### config.mk
export PLATFORM = sky130hd
export DESIGN_NAME = coin_acceptor
export DESIGN_NICKNAME = d
export VERILOG_FILES = /design/src/rtl/coin_pkg.sv /design/src/rtl/sync2.sv /design/src/rtl/coin_acceptor.sv
export SDC_FILE = /design/constraint.sdc
export NUM_CORES = 1
export LEC_CHECK = 0
export BUFFER_PORTS_ARGS = -buffer_cell sky130_fd_sc_hd__buf_2
export CORE_MARGIN = 4
export CORE_UTILIZATION = 35
export CTS_CLUSTER_SIZE = 8
export DETAILED_ROUTE_END_ITERATION = 10
export HOLD_SLACK_MARGIN = 0.12
export PLACE_DENSITY = 0.54
export SYNTH_ARGS = -nofsm -noshare
export SYNTH_HDL_FRONTEND = slang
export SYNTH_HIERARCHICAL = 1
export SYNTH_SLANG_ARGS = --single-unit
### constraint.sdc
create_clock -name clk -period 5.3 [get_ports clk]
set_input_delay 0.795 -clock clk [delete_from_list [all_inputs] [get_ports clk]]
set_output_delay 0.795 -clock clk [all_outputs]
set_load 0.05 [all_outputs]
### src/rtl/coin_pkg.sv
// Shared coin codes (common with the vending FSM) and the acceptor's state encoding.
package coin_pkg;

    localparam logic [1:0] COIN_NONE = 2'b00;
    localparam logic [1:0] COIN_5    = 2'b01;
    localparam logic [1:0] COIN_10   = 2'b10;

    // Edges after reset before the synchroniser outputs reflect real sensor samples.
    localparam int unsigned SYNC_FILL = 2;

    typedef enum logic [2:0] {
        ST_IDLE,
        ST_QUAL,
        ST_EMIT,
        ST_RELEASE,
        ST_REJECT,
        ST_JAM
    } coin_state_t;

endpackage

### src/rtl/sync2.sv
// Two-flop synchroniser for one asynchronous sensor line.
module sync2 (
    input  logic clk,
    input  logic reset,
    input  logic d,
    output logic q
);

    logic meta;

    always_ff @(posedge clk or negedge reset) begin
        if (!reset) begin
            meta <= 1'b0;
            q    <= 1'b0;
        end else begin
            meta <= d;
            q    <= meta;
        end
    end

endmodule

### src/rtl/coin_acceptor.sv
// Coin-slot front end: synchronise, debounce and qualify sensor pulses into one-cycle
// coin codes, with reject on both-sensor insertions and jam detection on stuck sensors.
module coin_acceptor
    import coin_pkg::*;
#(
    parameter int unsigned DEBOUNCE_CYCLES = 4,
    parameter int unsigned JAM_CYCLES      = 64,
    parameter int unsigned CNT_W           = 7
) (
    input  logic       clk,
    input  logic       reset,
    input  logic       sens_5,
    input  logic       sens_10,
    output logic [1:0] coin_out,
    output logic       coin_reject,
    output logic       jam,
    output logic       busy
);

    localparam logic [CNT_W-1:0] DEB_MAX = CNT_W'(DEBOUNCE_CYCLES);
    localparam logic [CNT_W-1:0] JAM_MAX = CNT_W'(JAM_CYCLES);
    localparam logic [1:0]       FILL    = 2'(SYNC_FILL);

    coin_state_t      state, state_next;
    logic [CNT_W-1:0] cnt, cnt_next, cnt_inc;
    logic [1:0]       coin_q, coin_next;
    logic [1:0]       fill;
    logic             armed;
    logic             s5, s10;
    logic             lat_hi, oth_hi;
    logic [1:0]       coin_d;
    logic             reject_d, jam_d, busy_d;

    sync2 u_sync_5  (.clk(clk), .reset(reset), .d(sens_5),  .q(s5));
    sync2 u_sync_10 (.clk(clk), .reset(reset), .d(sens_10), .q(s10));

    // A coin already present at reset is not accepted until both sensors have been seen low.
    always_ff @(posedge clk or negedge reset) begin
        if (!reset) begin
            fill  <= 2'd0;
            armed <= 1'b0;
        end else begin
            fill  <= (fill == FILL) ? fill : fill + 2'd1;
            armed <= armed | ((fill == FILL) && !s5 && !s10);
        end
    end

    always_ff @(posedge clk or negedge reset) begin
        if (!reset) begin
            state  <= ST_IDLE;
            cnt    <= '0;
            coin_q <= COIN_NONE;
        end else begin
            state  <= state_next;
            cnt    <= cnt_next;
            coin_q <= coin_next;
        end
    end

    assign cnt_inc = (cnt == {CNT_W{1'b1}}) ? cnt : cnt + CNT_W'(1);
    assign lat_hi  = (coin_q == COIN_5) ? s5  : s10;
    assign oth_hi  = (coin_q == COIN_5) ? s10 : s5;

    always_comb begin
        state_next = state;
        cnt_next   = cnt;
        coin_next  = coin_q;
        unique case (state)
            ST_IDLE: begin
                if (armed) begin
                    if (s5 && s10) begin
                        state_next = ST_REJECT;
                    end else if (s5 || s10) begin
                        state_next = ST_QUAL;
                        cnt_next   = CNT_W'(1);
                        coin_next  = s5 ? COIN_5 : COIN_10;
                    end
                end
            end
            ST_QUAL: begin
                if (oth_hi) begin
                    state_next = ST_REJECT;
                end else if (!lat_hi) begin
                    state_next = ST_IDLE;
                    cnt_next   = '0;
                end else if (cnt >= DEB_MAX) begin
                    state_next = ST_EMIT;
                end else begin
                    cnt_next = cnt_inc;
                end
            end
            ST_EMIT, ST_REJECT: begin
                state_next = ST_RELEASE;
                cnt_next   = '0;
            end
            ST_RELEASE: begin
                if (!s5 && !s10) begin
                    state_next = ST_IDLE;
                    cnt_next   = '0;
                end else begin
                    cnt_next = cnt_inc;
                    if (cnt_inc >= JAM_MAX) begin
                        state_next = ST_JAM;
                    end
                end
            end
            ST_JAM: begin
                if (!s5 && !s10) begin
                    state_next = ST_IDLE;
                    cnt_next   = '0;
                end
            end
            default: begin
                state_next = ST_IDLE;
                cnt_next   = '0;
            end
        endcase
    end

    // Pulses register the current state (one cycle behind); levels track the next state.
    always_comb begin
        coin_d   = COIN_NONE;
        reject_d = 1'b0;
        jam_d    = 1'b0;
        busy_d   = 1'b0;
        if (state == ST_EMIT) begin
            coin_d = coin_q;
        end
        if (state == ST_REJECT) begin
            reject_d = 1'b1;
        end
        if (state_next == ST_JAM) begin
            jam_d = 1'b1;
        end
        if (state_next != ST_IDLE) begin
            busy_d = 1'b1;
        end
    end

    always_ff @(posedge clk or negedge reset) begin
        if (!reset) begin
            coin_out    <= COIN_NONE;
            coin_reject <= 1'b0;
            jam         <= 1'b0;
            busy        <= 1'b0;
        end else begin
            coin_out    <= coin_d;
            coin_reject <= reject_d;
            jam         <= jam_d;
            busy        <= busy_d;
        end
    end

endmodule

---- After elaboration in Yosys (flattened, before gate mapping) ----
Index checks and enable logic that the tools add are counted.
storage, ports and cells
  register bits ........................... 24
  logic and storage cells ................. 73
operators by class
  add/sub/neg operators ................... 2
  magnitude comparators ................... 2
  equal/unequal tests ..................... 15
  muxes and demuxes ....................... 27
  bitwise operators ....................... 2
  reductions and logical operators ........ 12
operator list
  operator             number
  $mux 7               9
  $pmux 7 s4           1
  $mux 3               9
  $pmux 3 s5           1
  $ne 2x2->1 const B   5
  $eq 3x3->1 const B   3
  $add 7x1->7 const B  1
  $eq 7x7->1 const B   1
  $ge 7x3->1 const B   1
  $ge 7x7->1 const B   1
  $eq 3x2->1 const B   2
  $reduce_and 6->1     1
  $mux 1               5
  $logic_and 1x1->1    4
  $mux 2               2
  $reduce_and 4->1     1
  $eq 3x1->1 const B   1
  $logic_not 3->1      1
  $ne 3x3->1 const B   1
  $reduce_bool 3->1    1
  $add 2x1->2 const B  1
  $eq 2x1->1 const B   1
  $eq 2x2->1 const B   1
  $logic_not 1->1      2
  other kinds (4)      4

---- Depth between registers and ports, before layout ----
Gate-level depths: netlist (run 1).
  depth in word-level cells ............... 8
  mapped depth ............................ 7
  gate-level depth less buffers ........... 6

---- Cells and area by module ----
Netlist (run 1), hierarchy kept.
modules (own cells, without submodules)
  module         times used  cells an instance  area each (um2)  seq. area each (um2)
  coin_acceptor  1           108                1047.3           500.5
  sync2          2           2                  50.0             50.0

---- Worst setup path before layout (run 1) ----
OpenSTA, ideal clock, no wires.
  kind .................................... register to register
  start point ............................. register cnt[0]
  end point ............................... register busy
  data arrival time ....................... 1.975 ns
  slack ................................... 3.187 ns
  stages on the path, launching flop included .. 7
  path buffers ............................ 0
  clock period less this slack ............ 2.113 ns
  cells stage by stage .................... dfrtp_1 ha_1 and4_2 a21oi_1 o22ai_1 or2_2 or4b_1
between the ends
  word-level cells in the longest chain between the ends .. 8
  elaborated cells on any way between the ends .. 13
  classes of those cells .................. add/sub: 1; order compare: 2; eq/ne: 1; mux: 8; reduce/logical: 1
ends and longest elaborated chain
  element                                           line                  source
  from (decl)                                       coin_acceptor.sv:25   logic [CNT_W-1:0] cnt, cnt_next, cnt_inc;
  from (signal assigned)                            coin_acceptor.sv:55   cnt <= cnt_next;
  $add 7x1->7 / $eq 7x7->1 (equally long branches)  coin_acceptor.sv:60   assign cnt_inc = (cnt == {CNT_W{1'b1}}) ? cnt : cnt + CNT_W'(1);
  $mux 7                                            coin_acceptor.sv:60
  $ge 7x7->1                                        coin_acceptor.sv:102  if (cnt_inc >= JAM_MAX) begin
  $mux 3                                            coin_acceptor.sv:102
  $mux 3                                            coin_acceptor.sv:97   if (!s5 && !s10) begin
  $pmux 3 s5 *                                      coin_acceptor.sv:68   unique case (state)
  named net state_next[2]                           coin_acceptor.sv:24   coin_state_t state, state_next;
  $reduce_bool 3->1 *                               coin_acceptor.sv:135  if (state_next != ST_IDLE) begin
  $mux 1 *                                          coin_acceptor.sv:135
  named net busy_d                                  coin_acceptor.sv:32   logic reject_d, jam_d, busy_d;
  to (signal assigned)                              coin_acceptor.sv:150  busy <= busy_d;
  to (decl)                                         coin_acceptor.sv:17   output logic busy
The timed path passes the listed nets; every way through them passes the cells marked *.
A chain may end at the register's enable or synchronous reset.

---- Worst setup path in the final report (run 1) ----
  start point ............................. register cnt[2]
  end point ............................... register cnt[1]
between the ends
  word-level cells in the longest chain between the ends .. 6
  elaborated cells on any way between the ends .. 10
  classes of those cells .................. order compare: 1; eq/ne: 2; mux: 6; reduce/logical: 1
ends and longest elaborated chain
  element     line                 source
  $eq 7x7->1  coin_acceptor.sv:60
  $mux 7      coin_acceptor.sv:60
  $mux 7      coin_acceptor.sv:86  end else if (cnt >= DEB_MAX) begin
  $mux 7      coin_acceptor.sv:83  end else if (!lat_hi) begin
  $mux 7      coin_acceptor.sv:81  if (oth_hi) begin
  $pmux 7 s4  coin_acceptor.sv:68
Several ways; a longest one is shown, not always the timed one. The select of a mux whose other input is x is not followed.

==> flow_summary_export.csv, run 1 <==
group,metric,value,unit
detailed_routing,vias,813,
placement,dp_hpwl,1460,µm
setup_path,crit_cells,5,
detailed_routing,post_drt_wl_per_cell,12.5,µm
run,drv_cap,0,
clock_tree,cts_tree,"built",
power_and_ir_drop,power_switching,0.239,mW
setup_path,start_kind,"register",
clock_tree,clockBufferDepth,2,
floorplan,die_area,0.00426,mm²
placement,place_congestion,0.864,
setup_path,cp_slowest_stage_delay,0.72,ns
synth,synth_seq_cells,24,
power_and_ir_drop,ir_drop,0.175,mV
floorplan,rows,20,
synth,synth_top_family_by_area,"simple AND/OR/NAND/NOR gates",
sta,grt_setup_unrepaired,"false",
synth,ys_seq_area_share,52.3,%
clock_tree,clk_pin_slew_worst_paths,0.12,ns
grt,overflow,0,
floorplan,ios,9,
hold_path,hold_path.class,"register to register",
setup_path,worst-endpoint-required,5.50,ns
clock_tree,cts_buffers,3,
clock_tree,postCtsSetupBuffers,0,
sta,clock_skew,0.00359,ns
synth,yosysWarnings,6,
setup_path,crit_chain,"or4_4 -> a2111o_1 -> a221oi_2 -> a21boi_0 -> o21ai_0",
synth,synthXorXnorAreaFrac,1.53,%
cells_and_area,finish.instance_area,0.00125,mm²
synth,netlist_area,0.00115,mm²
sta,slew_violations,0,
detailed_routing,postRouteAntennaNets,0,
clock_tree,cts_root_buffer,"clkbuf_4",
detailed_routing,drt_iter0_markers,52,
status,status,"finished clean",
power_and_ir_drop,comb_power_share,41.8,%
floorplan,core-area,0.00310,mm²
sta,tightestPinTransition,0.832,ns
floorplan,die_h,65.3,µm
setup_path,crit_arrival,2.84,ns
setup_path,slowest_stage,"a221oi_2",
sta,setup_tns,0,ns
cells_and_area,nets,130,
detailed_routing,drc,0,
setup_path,cp-end-kind,"register",
synth,synthSimpleGateAreaFrac,21.7,%
power_and_ir_drop,seqPwrFrac,44.7,%
cells_and_area,layout-drive-gt1-share,15.7,%
synth,synthMuxAreaShare,2.73,%
cells_and_area,num_antenna_cells,0,
synth,synthAdderAreaFrac,3.27,%
cells_and_area,area_growth,8.94,%
clock_tree,post_cts_resized,0,
sta,finalCriticalPeriod,2.63,ns
setup_path,cpLargestDelayFamily,"compound AO/OA/AOI/OAI gates",
clock_tree,cts_hold_buf,0,
floorplan,die_w,65.3,µm
detailed_routing,drt-total-wl,2070,µm
synth,synth_area_per_cell,10.2,µm²
placement,place_area,0.00123,mm²
grt,grt_max_degree,25,
grt,antenna_found_initial,0,
power_and_ir_drop,finalPower,0.579,mW
synth,synth.most_common_cell,"dfrtp_1",
synth,synth_ff_type,"dfrtp_1",
synth,synth_compound_area_share,16.1,%
setup_path,worst-path-max-fanout,12,
hold_path,holdPathStages,0,
grt,grt_usage,11.4,%
power_and_ir_drop,power_frac_clock,13.5,%
sta,max_freq,0.380,GHz
clock_tree,insertion_delay,0.31,ns
cells_and_area,fin_util,40.3,%
synth,ys_top_cells_by_area,"dfrtp_1, a21oi_1, nand2_1, ha_1, nor2_1",
sta,slew_headroom,44.5,%
sta,hold_viol,0,
setup_path,crit_type,"register to register",
floorplan,start_util,37.0,%
setup_path,cp_num_buf_inv,0,
clock_tree,htreeDepth,1,
power_and_ir_drop,p_per_area,464,mW/mm²
synth,syn_nets,119,
synth,syn_inst,112,
grt,grt_pass1_wl,3780,µm
detailed_routing,dr.pass1.iters,4,
sta,fin_crit_sh,49.7,%
synth,synth_top_area_cell,"dfrtp_1",
synth,synth-edff-count,0,
synth,synth_commonest_cells,"dfrtp_1, a21oi_1, nand2_1",
power_and_ir_drop,power_leakage,0.553,nW
synth,async_flop_share,100,%
synth,yosysTopAreaCellShare,52.3,%
sta,setup_viol,0,
placement,numPortBuffers,8,
grt,grt_pass1_vias,846,
clock_tree,cts_sinks,24,
setup_path,worst-r2r-cell-count,5,
power_and_ir_drop,intPower,0.341,mW
power_and_ir_drop,netSwitchingFraction,41.2,%
detailed_routing,avgViaCountPerCell,4.93,
cells_and_area,fillers,325,
synth,ys_types,38,
per-layer routing:
metal / track usage [%] / up-vias / wire length, µm
met3: 2.56 / 4 / 70
met4: 4.66 / 0 / 38
met5: 0 / - / 0
met2: 18.5 / 10 / 941
met1: 14.6 / 380 / 1020
li1: - / 419 / -
logic make-up after synthesis:
logic type,count (synthesis)
mux,3
xor+xnor,2
fa+ha+maj,3
buf+inv,5
simple gates,46
compound gates,29
flops,24
final cells by class:
type / instances / area [µm²] / area share [%]
Inverter: 3 / 11.3 / 0.901
Multi-Input combinational cell: 83 / 520 / 41.6
Timing Repair Buffer: 8 / 40.0 / 3.20
Tap cell: 44 / 55.1 / 4.40
Sequential cell: 24 / 601 / 48.0
Clock buffer: 3 / 22.5 / 1.80
final timing paths:
check                                    start           to  slack, ns
worst max-delay path                    cnt[2]       cnt[1]       2.67
worst min-delay path            u_sync_10/meta  u_sync_10/q       0.36
min in group asynchronous                reset  coin_reject       0.44
worst max register to register          cnt[2]       cnt[1]       2.67
worst min register to register  u_sync_10/meta  u_sync_10/q       0.36
max in group asynchronous                reset       cnt[5]       4.51
per-stage QoR:
stage,std cells,hold WS (ns),setup WS [ns]
2_1_floorplan,112,0.331,3.19
3_3_place_gp,162,0.336,2.78
3_5_place_dp,162,0.336,2.69
4_1_cts,165,0.365,2.68
5_1_grt,165,0.377,2.50
6_report,165,0.362,2.67
power groups by stage:
stage               Clock, mW  Sequential, mW  Combinational [mW]
detailed placement          0           0.262               0.242
floorplan                   0           0.288               0.172
global placement            0           0.262               0.240
global route           0.0900           0.269               0.269
CTS                    0.0820           0.258               0.243
finish                 0.0780           0.259               0.242
placed cells by master, fill, tap and decap left out, types with 2 or more instances in the layout:
master	count
and2_1	2
ha_1	3
nor3b_1	2
nand2_1	12
buf_2	8
nand3_1	4
or2_2	2
dfrtp_1	24
nand4_1	3
a21oi_1	12
inv_1	3
mux2i_1	2
nor2_1	9
o21ai_0	6
clkbuf_4	3
nand2b_1	4
sequential cells by signal (all words and copies together), names as in the netlist:
signal,flops
cnt,7
state,3
coin_out,2
coin_q,2
fill,2
armed,1
busy,1
coin_reject,1
jam,1
u_sync_10/meta,1
u_sync_10/q,1
u_sync_5/meta,1
u_sync_5/q,1
Note: power is estimated with default switching activity, not from simulation.
==> run 2: changes to the inputs <==
==> constraint.sdc (replaced) <==
create_clock -name clk -period 2.43 [get_ports clk]
set_input_delay 0.3645 -clock clk [delete_from_list [all_inputs] [get_ports clk]]
set_output_delay 0.3645 -clock clk [all_outputs]
set_load 0.05 [all_outputs]
==> run 2 against run 1 <==
Against the previous run: combinational power increased by 130%; wire length decreased by 0.87%; power increased by 130%; critical path depth increased by 1; cell area increased by 5.3%; worst setup slack got worse by 2.5 ns; sequential share of layout area decreased by 2.4 points.
==> flow_summary_export.csv, run 2 (synthesis gave the netlist of run 1 again) <==
group,metric,value,unit
sta,grt_setup_unrepaired,"false",
floorplan,die_area,0.00426,mm²
grt,grt_pass1_vias,886,
clock_tree,cts_sinks,24,
cells_and_area,largest_registers,"cnt (7), state (3)",
cells_and_area,num_antenna_cells,0,
sta,setup_tns,0,ns
setup_path,cp-end-kind,"register",
status,status,"finished clean",
clock_tree,htreeDepth,1,
floorplan,start_util,37.0,%
grt,grt_usage,11.7,%
detailed_routing,post_drt_wl_per_cell,11.9,µm
cells_and_area,area_growth,14.7,%
cells_and_area,top_register,"cnt",
placement,place_congestion,0.799,
cells_and_area,nets,136,
sta,tightestPinTransition,0.740,ns
floorplan,rows,20,
detailed_routing,drc,0,
setup_path,worst-endpoint-required,2.63,ns
cells_and_area,layout-drive-gt1-share,18.0,%
floorplan,die_w,65.3,µm
clock_tree,cts_tree,"built",
sta,max_freq,0.444,GHz
sta,setup_viol,0,
setup_path,startpoint,"cnt[2]",
power_and_ir_drop,ir_drop,0.493,mV
power_and_ir_drop,power_leakage,0.588,nW
cells_and_area,largest_reg_flops,7,
sta,slew_violations,0,
sta,fin_crit_sh,92.7,%
clock_tree,insertion_delay,0.31,ns
setup_path,crit_type,"register to register",
setup_path,r2r_end,"cnt[1]",
grt,grt_max_degree,25,
grt,overflow,0,
floorplan,die_h,65.3,µm
detailed_routing,postRouteAntennaNets,0,
setup_path,rrSetupSlack,0.18,ns
grt,antenna_found_initial,0,
cells_and_area,final_cell_mix,"dfrtp_1, a21oi_1, nand2_1, nor2_1, buf_2",
clock_tree,cts_buffers,3,
setup_path,r2r_start,"cnt[2]",
grt,grt_pass1_wl,3920,µm
placement,numPortBuffers,8,
cells_and_area,fillers,310,
detailed_routing,avgViaCountPerCell,4.98,
sta,hold_viol,0,
sta,clock_skew,0.00178,ns
clock_tree,clockBufferDepth,2,
detailed_routing,vias,856,
run,drv_cap,0,
power_and_ir_drop,p_per_area,1000,mW/mm²
clock_tree,clk_pin_slew_worst_paths,0.12,ns
cells_and_area,finish.instance_area,0.00132,mm²
detailed_routing,dr.pass1.iters,4,
detailed_routing,drt_iter0_markers,40,
sta,finalCriticalPeriod,2.25,ns
setup_path,worst-path-max-fanout,12,
clock_tree,cts_root_buffer,"clkbuf_4",
setup_path,crit_arrival,2.45,ns
floorplan,ios,9,
placement,dp_hpwl,1520,µm
setup_path,worst-r2r-cell-count,6,
sta,slew_headroom,50.3,%
detailed_routing,drt-total-wl,2050,µm
placement,place_area,0.00125,mm²
setup_path,crit_path_end,"cnt[1]",
setup_path,start_kind,"register",
cells_and_area,final_common_cell,"dfrtp_1",
clock_tree,postCtsSetupBuffers,0,
floorplan,core-area,0.00310,mm²
hold_path,hold_path.class,"register to register",
run 2: metal layers:
metal	routed length [µm]	global-route usage, %	up-vias
li1	-	-	433
met1	912	14.5	404
met2	1010	19.6	15
met3	103	3.59	4
met4	23	3.11	0
met5	0	0	-
run 2: cell type report:
type,instances,area (µm²),area share [%]
Sequential cell,24,601,45.6
Multi-Input combinational cell,83,520,39.5
Timing Repair Buffer,14,92.6,7.03
Tap cell,44,55.1,4.18
Clock buffer,4,36.3,2.76
Inverter,3,11.3,0.856
run 2: worst min-delay path by stage:
stage                              start  slack, ns  cells after the start            end
final                     u_sync_10/meta       0.36                      0    u_sync_10/q
after global routing       u_sync_5/meta       0.39                      0     u_sync_5/q
after CTS                         sens_5       0.13                      1  u_sync_5/meta
after detailed placement  u_sync_10/meta       0.34                      0    u_sync_10/q
after global placement     u_sync_5/meta       0.34                      0     u_sync_5/q
after floorplan                    reset       0.07                      0          armed
run 2: critical path: stages (launching register included):
cell      delay [ns]
dfrtp_1         0.46
or4_4           0.55
a2111o_1        0.37
a221oi_2        0.21
buf_4           0.21
a21boi_1        0.23
o21ai_0         0.10
run 2: stage by stage:
stage | power, mW | hold slack (ns) | cells | setup slack, ns | util, %
6_report | 1.32 | 0.364 | 172 | 0.178 | 42.4
3_3_place_gp | 1.11 | 0.340 | 165 | 0.175 | 40.3
4_1_cts | 1.33 | 0.131 | 170 | 0.0848 | 41.8
5_1_grt | 1.45 | 0.387 | 172 | 0.0107 | 42.4
3_5_place_dp | 1.12 | 0.339 | 165 | 0.111 | 40.3
2_1_floorplan | 1.00 | 0.0689 | 112 | 0.317 | -
run 2: timing repair:
item	4_1_cts	5_1_grt
hold endpoints to repair	24	2
hold buffers	1	2
endpoints found under the setup margin	0	1
resized for setup	0	1
run 2: power by group:
group / leakage, nW / switching [mW] / internal (mW)
Combinational: 0.267 / 0.331 / 0.222
Clock: 0.0210 / 0.112 / 0.0916
Sequential: 0.300 / 0.0784 / 0.483
Total: 0.588 / 0.522 / 0.796
==> run 3: changes to the inputs <==
--- a/config.mk
+++ b/config.mk
@@ -6,7 +6,6 @@
 export NUM_CORES = 1
 export LEC_CHECK = 0
 export BUFFER_PORTS_ARGS = -buffer_cell sky130_fd_sc_hd__buf_2
-export CORE_MARGIN = 4
 export CORE_UTILIZATION = 35
 export CTS_CLUSTER_SIZE = 8
 export DETAILED_ROUTE_END_ITERATION = 10
==> run 3 against run 2 <==
Against the previous run: register-to-register slack got worse by 0.05 ns; global-route usage increased by 3.7 points; cell count increased by 2.9%; clock power increased by 43%; critical path type unchanged.
==> flow_summary_export.csv, run 3 (synthesis gave the netlist of run 1 again) <==
group,metric,value,unit
grt,grt_pass1_vias,888,
cells_and_area,final_cell_mix,"dfrtp_1, a21oi_1, nand2_1, nor2_1",
setup_path,cp-end-kind,"register",
sta,clock_skew,0.00510,ns
setup_path,start_kind,"register",
setup_path,worst-endpoint-required,2.63,ns
floorplan,die_h,59.3,µm
detailed_routing,drt_iter0_markers,16,
power_and_ir_drop,comb_power_share,41.6,%
clock_tree,cts_tree,"built",
sta,max_freq,0.435,GHz
sta,hold_viol,0,
clock_tree,insertion_delay,0.32,ns
run,drv_cap,0,
sta,finalCriticalPeriod,2.30,ns
sta,slew_violations,0,
detailed_routing,postRouteAntennaNets,0,
grt,grt_max_degree,25,
detailed_routing,drt-total-wl,2210,µm
power_and_ir_drop,power_frac_clock,20.0,%
clock_tree,cts_buffers,3,
hold_path,worstHoldStart,"u_sync_10/meta",
floorplan,rows,20,
power_and_ir_drop,intPower,0.909,mW
cells_and_area,num_antenna_cells,0,
grt,antenna_found_initial,0,
placement,dp_hpwl,1610,µm
cells_and_area,layout-drive-gt1-share,21.1,%
clock_tree,clockBufferDepth,2,
grt,grt_usage,15.4,%
sta,fin_crit_sh,94.6,%
clock_tree,cts_sinks,24,
sta,tightestPinTransition,0.514,ns
setup_path,rrSetupSlack,0.13,ns
cells_and_area,area_growth,19.4,%
floorplan,core-area,0.00308,mm²
placement,place_congestion,0.816,
status,status,"finished clean",
detailed_routing,dr.pass1.iters,4,
power_and_ir_drop,seqPwrFrac,38.4,%
cells_and_area,fin_util,44.5,%
cells_and_area,largest_reg_flops,7,
clock_tree,post_cts_resized,0,
cells_and_area,final_common_cell,"dfrtp_1",
floorplan,die_w,59.3,µm
clock_tree,htreeDepth,1,
hold_path,hold_path.class,"register to register",
floorplan,ios,9,
placement,numPortBuffers,8,
power_and_ir_drop,ir_drop,0.362,mV
power_and_ir_drop,power_switching,0.545,mW
cells_and_area,largest_registers,"cnt (7), state (3)",
grt,overflow,0,
clock_tree,cts_hold_buf,1,
setup_path,crit_arrival,2.50,ns
floorplan,start_util,37.3,%
sta,grt_setup_unrepaired,"false",
cells_and_area,top_register,"cnt",
detailed_routing,avgViaCountPerCell,4.94,
detailed_routing,post_drt_wl_per_cell,12.5,µm
setup_path,crit_type,"register to register",
sta,setup_tns,0,ns
clock_tree,postCtsSetupBuffers,0,
setup_path,r2r_start,"cnt[0]",
floorplan,die_area,0.00351,mm²
clock_tree,cts_root_buffer,"clkbuf_4",
power_and_ir_drop,p_per_area,1060,mW/mm²
power_and_ir_drop,power_leakage,0.620,nW
detailed_routing,drc,0,
grt,grt_pass1_wl,3970,µm
sta,setup_viol,0,
setup_path,startpoint,"cnt[0]",
cells_and_area,nets,141,
clock_tree,clk_pin_slew_worst_paths,0.13,ns
power_and_ir_drop,netSwitchingFraction,37.5,%
sta,slew_headroom,65.7,%
sta,hold_ws,0.366,ns
detailed_routing,vias,875,
setup_path,worst-path-max-fanout,4,
run 3: final timing paths:
path,to,cells after the start
worst max register to register,busy,6
max in group asynchronous,cnt[5],2
worst min register to register,u_sync_10/q,0
min in group asynchronous,state[1],2
worst max-delay path,busy,6
worst min-delay path,u_sync_10/q,0
run 3: layer usage:
layer / wire, µm / share of wire, % / global-route usage, % / up-vias
met3: 44 / 2.0 / 2.62 / 4
met1: 1110 / 50 / 20.6 / 418
met2: 1030 / 47 / 24.1 / 12
met4: 27 / 1.2 / 7.14 / 0
met5: 0 / 0 / 0 / -
li1: - / - / - / 441
run 3: layout make-up:
class / instances / area, µm²
fillers: 305 / 1710
well taps: 44 / 55.1
repair buffers: 19 / 130
flip-flops and latches: 24 / 601
clock inverters: 1 / 30.0
inverters: 3 / 11.3
clock buffers: 3 / 22.5
multi-input cells: 83 / 520
run 3: power groups by stage:
stage	logic [mW]	registers [mW]	clock network, mW
after detailed placement	0.604	0.566	0
after global placement	0.593	0.562	0
after CTS	0.607	0.558	0.303
final	0.605	0.558	0.291
after global routing	0.672	0.571	0.324
after floorplan	0.374	0.627	0
run 3: through the flow:
| stage | instances | area (µm²) | power, mW | setup slack, ns |
|---|---|---|---|---|
| floorplan | 112 | 1150 | 1.00 | 0.317 |
| global placement | 170 | 1290 | 1.16 | 0.246 |
| detailed placement | 170 | 1290 | 1.17 | 0.184 |
| CTS | 175 | 1350 | 1.47 | 0.152 |
| global route | 177 | 1370 | 1.57 | 0.0220 |
| finish | 177 | 1370 | 1.45 | 0.130 |
run 3: worst max-delay path: stages, from the launching register on:
cell,delay (ns)
dfrtp_1,0.43
ha_1,0.25
and4_2,0.26
a21oi_1,0.26
o22ai_1,0.15
or2_2,0.32
or4b_1,0.51
